`src/rtl/freq_display_scan.sv`:
```
// Time-multiplexed 8-digit common-anode seven-segment driver with a stability
// filter on the incoming BCD bus, leading-zero blanking and a non-BCD error flag.
module freq_display_scan #(
  parameter int unsigned DIV      = 12500,
  parameter int unsigned STABLE   = 4,
  parameter bit          BLANK_EN = 1'b1
) (
  input  logic       clk,
  input  logic       rst,
  input  logic [3:0] d0,
  input  logic [3:0] d1,
  input  logic [3:0] d2,
  input  logic [3:0] d3,
  input  logic [3:0] d4,
  input  logic [3:0] d5,
  input  logic [3:0] d6,
  input  logic [3:0] d7,
  output logic [7:0] an,
  output logic [6:0] seg,
  output logic       err,
  output logic       frame
);

  localparam int unsigned   PW   = (DIV > 2) ? $clog2(DIV) : 1;
  localparam logic [PW-1:0] PMAX = PW'(DIV - 1);
  localparam logic [3:0]    SMAX = 4'(STABLE);

  logic [31:0]   bus;
  logic [31:0]   smp;
  logic [31:0]   disp;
  logic [3:0]    scnt;
  logic [PW-1:0] pcnt;
  logic [2:0]    idx;
  logic          tick;
  logic [7:0]    blank;
  logic [3:0]    v;
  logic [6:0]    seg_next;
  logic          bad;

  assign bus  = {d7, d6, d5, d4, d3, d2, d1, d0};
  assign tick = (pcnt == PMAX);

  // Bus is adopted only after it has matched the previous sample STABLE times in a row
  always_ff @(posedge clk or negedge rst) begin
    if (!rst) begin
      smp  <= '0;
      scnt <= '0;
      disp <= '0;
    end else begin
      smp <= bus;
      if (bus != smp) begin
        scnt <= '0;
      end else if (scnt != SMAX) begin
        scnt <= scnt + 4'd1;
        if (scnt == SMAX - 4'd1) disp <= smp;
      end
    end
  end

  always_ff @(posedge clk or negedge rst) begin
    if (!rst) begin
      pcnt  <= '0;
      idx   <= '0;
      frame <= 1'b0;
    end else begin
      pcnt  <= tick ? '0 : pcnt + 1'b1;
      frame <= tick && (idx == 3'd7);
      if (tick) idx <= idx + 3'd1;
    end
  end

  always_comb begin
    blank = '0;
    bad   = 1'b0;
    for (int unsigned i = 1; i < 8; i++) begin
      blank[i] = BLANK_EN && ((disp >> (4 * i)) == 32'd0);
    end
    for (int unsigned i = 0; i < 8; i++) begin
      if (disp[4*i +: 4] > 4'd9) bad = 1'b1;
    end
    v = 4'(disp >> {idx, 2'b00});
    if (blank[idx]) begin
      seg_next = 7'h7F;
    end else begin
      case (v)
        4'd0:    seg_next = 7'h40;
        4'd1:    seg_next = 7'h79;
        4'd2:    seg_next = 7'h24;
        4'd3:    seg_next = 7'h30;
        4'd4:    seg_next = 7'h19;
        4'd5:    seg_next = 7'h12;
        4'd6:    seg_next = 7'h02;
        4'd7:    seg_next = 7'h78;
        4'd8:    seg_next = 7'h00;
        4'd9:    seg_next = 7'h10;
        default: seg_next = 7'h3F;
      endcase
    end
  end

  // an and seg share one edge so a digit never shows its neighbour's pattern
  always_ff @(posedge clk or negedge rst) begin
    if (!rst) begin
      an  <= '1;
      seg <= '1;
      err <= 1'b0;
    end else begin
      an  <= ~(8'd1 << idx);
      seg <= seg_next;
      err <= bad;
    end
  end

endmodule

```
`config.mk`:
```
export PLATFORM = sky130hd
export DESIGN_NAME = freq_display_scan
export DESIGN_NICKNAME = d
export VERILOG_FILES = /design/src/rtl/freq_display_scan.sv
export SDC_FILE = /design/constraint.sdc
export NUM_CORES = 1
export LEC_CHECK = 0
export ABC_AREA = 1
export BUFFER_PORTS_ARGS = -buffer_cell sky130_fd_sc_hd__buf_2
export CORE_MARGIN = 10
export CORE_UTILIZATION = 50
export DETAILED_ROUTE_END_ITERATION = 6
export GPL_ROUTABILITY_DRIVEN = 0
export PLACE_DENSITY = 0.69
export SKIP_CTS_REPAIR_TIMING = 1
export SKIP_LAST_GASP = 1
export SLEW_MARGIN = 40
export SYNTH_ARGS = -nofsm -noshare
export SYNTH_HDL_FRONTEND = slang
export SYNTH_SLANG_ARGS = --single-unit
```
`constraint.sdc`:
```
create_clock -name clk -period 5.5 [get_ports clk]
set_input_delay 0.55 -clock clk [delete_from_list [all_inputs] [get_ports clk]]
set_output_delay 0.55 -clock clk [all_outputs]
set_load 0.005 [all_outputs]
```
# Word-level counts from Yosys, hierarchy flattened
# Memories as Yosys holds them, arrays and structs flattened.
# Index checks and enable logic that the tools add are counted.
# Widths: inputs -> output; s select.
[totals]
ff_bits = 102
mem_bits_ro = 112
input_bits = 34
out_inout_bits = 17
word_cells = 55
mem_count = 1
[mem_list]
columns = ["memory", "depth", "width", "rd", "rd_clocked_by_memory_dff", "wr", "line_no", "source"]
rows = [
  ["(no name shown)", 16, 7, 1, 0, 0, "85", "case (v)"],
]
[classes]
n_addsub = 3
magnitude_cmp = 9
n_eq_ne = 5
shift = 2
n_mux = 14
bitwise_logic = 2
n_reduce_logical = 10
[ops]
columns = ["op", "n"]
rows = [
  ["$logic_not 32->1", 7],
  ["$gt 4x4->1 const B", 8],
  ["$ne 32x32->1", 1],
  ["$shr 32x5->4", 1],
  ["$add 14x1->14 const B", 1],
  ["$eq 14x14->1 const B", 1],
  ["$mux 14", 1],
  ["$mux 1", 9],
  ["$mux 4", 2],
  ["$not 8->8", 1],
  ["$shl 1x3->8 const A", 1],
  ["$mux 7", 1],
  ["$add 4x1->4 const B", 1],
  ["$eq 4x2->1 const B", 1],
  ["$lt 3x4->1 const B", 1],
  ["$ne 4x3->1 const B", 1],
  ["$add 3x1->3 const B", 1],
  ["$bmux 1 s3", 1],
  ["$eq 3x3->1 const B", 1],
  ["$reduce_and 3->1", 1],
  ["$reduce_bool 2->1", 1],
  ["$logic_and 1x1->1", 1],
  ["$not 1->1", 1],
]

# Logic depth before layout (Yosys ltp)
[depth]
word_depth = 9
depth_mapped = 13
depth_no_buf = 12

# Worst setup path after synthesis
# Ideal clock, no wire load.
[synth_path]
kind = "reg2reg"
start = "register idx[0]"
end = "register seg[0]"
setup_time_ns = 0.086
arrival_ns = 1.659
required_ns = 5.414
setup_slack_ns = 3.755
path_stages_with_launch = 12
n_path_buf = 2
synth_period_minus_slack_ns = 1.745
path_cell_list = "dfrtp_1 > buf_4 > buf_2 > o21ai_0 > nand2_1 > o21ai_1 > inv_1 > ha_1 > inv_1 > nand2_1 > nand3_1 > nand3_1"
[synth_via]
elab_chain_cells = 3
word_cells_on_any_way = 5
classes_between = "shift (1); mux (3); memory (1)"
[synth_lines]
columns = ["element", "line_no", "source"]
rows = [
  ["start, declared", "33", "logic [2:0] idx;"],
  ["start signal, assigned", "68", "if (tick) idx <= idx + 3'd1;"],
  ["$shr 32x5->4 / $bmux 1 s3 (equally long branches)", "81, 82", ""],
  ["$mem_v2 16x7 / $mux 1 (equally long branches)", "n/a", ""],
  ["$mux 7 *", "82", "if (blank[idx]) begin"],
  ["net seg_next[0]", "37", "logic [6:0] seg_next;"],
  ["end signal, assigned", "109", "seg <= seg_next;"],
  ["end, declared", "19", "output logic [6:0] seg,"],
]
# Mark *: on every way through the listed nets, which the timed path passes. The rest lies on a longest branch. The select of a mux whose other input is x is not followed.
# A chain may end at the register's enable or synchronous reset.

# Worst setup path in the final report
[layout_path]
start = "register idx[0]"
end = "register seg[5]"
# Same word-level chain as after synthesis.

==> results.toml <==
[timing]
slew_violations = 0
finalClockSkew_ns = 0.0138
setup_ws_ns = 3.26
finalHoldViolCount = 0
period_minus_slack_ns = 2.24
fin_setup_tns_ns = 0
fin_crit_sh = 0.406
max_freq_mhz = 447
worstMarginPinSlew_ns = 0.738
rsz0062_at_grt = "false"
finalSetupViolCount = 0
slew_headroom = 0.508

[power_and_ir_drop]
pwr_density_cell_mw_per_mm2 = 221
p_clk_frac = 0.336
power.net_switching_mw = 0.340
pwr-share-comb = 0.068
switching_share = 0.261
worst_ir_drop_vdd_mv = 0.133
p_leak_nw = 3.30
power_frac_seq = 0.596
intPower_mw = 0.962

[logic_synthesis]
syn_area_sq_mm = 0.00539
netlist_instances = 711
syn_nets = 759
synth_warnings = 0
ys_types = 35
synthTopCellsByArea = "dfrtp_1 (40%), nand2_1 (17%), inv_1 (7.5%), dfstp_2 (7.3%), nand4_1 (4.8%)"
synth_top_cell_area_share = 0.404
ys_seq_area_frac = 0.477
synth-seq-cells = 102
yosysTopAreaCell = "dfrtp_1"
synth_area_per_cell_sq_um = 7.58

[placement]
placed_cells = 882
dp_slack_ns = 3.27
hpwlAfterDp_um = 8750
port_buffers = 50

[cells_and_area]
stdcell_count = 898
drive_above_1_share = 0.127
fin_util = 0.567
fillCellCount = 972
antennaDiodeCount = 0
nets = 805
regArea_sq_mm = 0.00257
multi_input_area_sq_mm = 0.00228
syn2layout_area_growth_pct = 9.44

[critical_path]
cp_data_required_time_ns = 5.79
cp_max_fo = 21
start_kind = "flop"
r2r_slack_ns = 3.26
rr_worst_depth = 12
cp.arrival_ns = 2.52
path_class = "reg2reg"
cp-end-kind = "flop"

[clock_tree]
clk_path_buf_depth = 2
insertion_delay_ns = 0.37
cts_made_buffers = 9
clk_root_buffer_cell = "clkbuf_8"
path_clk_slew_ns = 0.10
htreeDepth = 3
cts_num_sinks = 102
tritoncts = "built"

[route]
wl_um = 11700
post_drt_via_cell_ratio = 5.01
ant_nets = 0
first_pass_iters = 5
dr.first_iter.drc_count = 402
vias = 4497
drc = 0
wl_per_cell_um = 13.0

[job]
drv_cap = 0

[global_route]
grt.overflow.total = 0
grt_max_degree = 59
antenna_found_initial = 0
grt_pass1_wl_um = 19600
grt_pass1_vias = 4276
grt_usage = 0.158

[die]
rows = 37
placeableCoreArea_sq_mm = 0.0104
io_pins = 51
die_w_um = 124
die_y_um = 124
start_util = 0.518
die_area_sq_mm = 0.0153

[worst_hold_path]
hp-class = "in2async"

[run_status]
status = "finished, final reports clean"
## critical path, stage by stage (launching register included)
cell,delay (ns)
dfrtp_1,0.76
inv_4,0.20
nor2_1,0.13
nor2_1,0.05
o21ai_0,0.08
nand2_1,0.07
o21ai_1,0.30
inv_1,0.11
ha_1,0.19
inv_1,0.05
nand2_1,0.06
nand3_1,0.07
nand3_1,0.07
## layout make-up
type | count | share of cell area
clock buffers | 10 | 0.0216
clock inverters | 6 | 0.00742
inverters | 116 | 0.0742
multi-input cells | 475 | 0.386
flip-flops and latches | 102 | 0.436
well taps | 136 | 0.0288
repair buffers | 53 | 0.0466
## power by group through the flow
stage / Clock [mW] / Sequential, mW / Combinational, mW
floorplan: 0 / 0.785 / 0.0462
global placement: 0 / 0.788 / 0.0884
detailed placement: 0 / 0.789 / 0.0908
CTS: 0.453 / 0.775 / 0.0910
global route: 0.478 / 0.777 / 0.105
finish: 0.438 / 0.775 / 0.0888
## routing by layer
metal | global-route usage | up-vias | share of wire
met5 | 0 | - | 0
met4 | 0.0451 | 0 | 0.0098
met1 | 0.205 | 2073 | 0.48
met3 | 0.0344 | 13 | 0.052
met2 | 0.261 | 103 | 0.46
li1 | - | 2308 | -
## cells in the mapped netlist
| cell | n |
|---|---|
| nor2_8 | 1 |
| nor2_2 | 1 |
| xor2_1 | 9 |
| a21oi_1 | 18 |
| and2_0 | 1 |
| ha_1 | 14 |
| nand2_1 | 240 |
| nor2_1 | 62 |
| o21ai_0 | 26 |
| nor4_1 | 3 |
| o211ai_1 | 2 |
| xnor2_1 | 7 |
| inv_2 | 4 |
| o2111ai_1 | 2 |
| o22ai_1 | 1 |
| and2_1 | 1 |
| nand3_1 | 26 |
| nor3b_1 | 1 |
| nand2_2 | 2 |
| inv_1 | 108 |
| o21ai_1 | 6 |
| clkbuf_1 | 1 |
| buf_6 | 3 |
| inv_4 | 1 |
| buf_4 | 2 |
| dfstp_2 | 15 |
| o21ai_2 | 2 |
| clkinv_1 | 3 |
| nand4_1 | 41 |
| nor3_1 | 5 |
| or2_2 | 2 |
| o21a_1 | 1 |
| a31oi_1 | 1 |
| dfrtp_1 | 87 |
| buf_2 | 12 |
## metrics by stage
| step | total power [mW] | instance area [sq um] | hold WS (ns) |
|---|---|---|---|
| 4_1_cts | 1.32 | 5900 | 0.169 |
| 6_report | 1.30 | 5900 | 0.157 |
| 3_3_place_gp | 0.877 | 5730 | 0.445 |
| 5_1_grt | 1.36 | 5900 | 0.190 |
| 3_5_place_dp | 0.880 | 5730 | 0.458 |
| 2_1_floorplan | 0.831 | 5390 | 0.254 |
## worst paths after layout
| check | startpoint | to |
|---|---|---|
| max | idx[0] | seg[5] |
| min | rst | pcnt[1] |
| max reg2reg | idx[0] | seg[5] |
| min reg2reg | pcnt[0] | pcnt[0] |
| max in group asynchronous | rst | disp[13] |
| min in group clk | d5[2] | smp[22] |
## flip-flops by register name, summed over array words and instances (netlist names)
register  flops
scnt          4
smp          32
pcnt         14
frame         1
idx           3
err           1
disp         32
an            8
seg           7
## logic make-up (layout without fill, tap and decap cells)
| group | count (synthesis) | count (layout) | synth area share |
|---|---|---|---|
| AND/OR/NAND/NOR | 386 | 386 | 0.303 |
| buffers and inverters | 134 | 185 | 0.102 |
| flip-flops | 102 | 102 | 0.477 |
| AO/OA/AOI/OAI | 59 | 59 | 0.0594 |
| XOR/XNOR | 16 | 16 | 0.0260 |
| adder cells (fa/ha/maj) | 14 | 14 | 0.0325 |
## placed cells by master, fill, tap and decap left out, types with 2 or more instances in the layout
| cell type | count |
|---|---|
| xnor2_1 | 7 |
| dfrtp_1 | 87 |
| nor4_1 | 3 |
| o21ai_2 | 2 |
| or2_2 | 2 |
| clkinv_2 | 2 |
| ha_1 | 14 |
| nand4_1 | 41 |
| o2111ai_1 | 2 |
| inv_6 | 3 |
| inv_2 | 4 |
| nand2_2 | 2 |
| a21oi_1 | 18 |
| o21ai_1 | 6 |
| o21ai_0 | 26 |
| dfstp_2 | 15 |
| inv_1 | 108 |
| nor3_1 | 5 |
| nor2_1 | 62 |
| clkinv_1 | 3 |
| nand2_1 | 240 |
| buf_2 | 49 |
| buf_4 | 4 |
| o211ai_1 | 2 |
| nand3_1 | 26 |
| xor2_1 | 9 |
| clkbuf_8 | 9 |
Power figures use the tool's default switching activity.
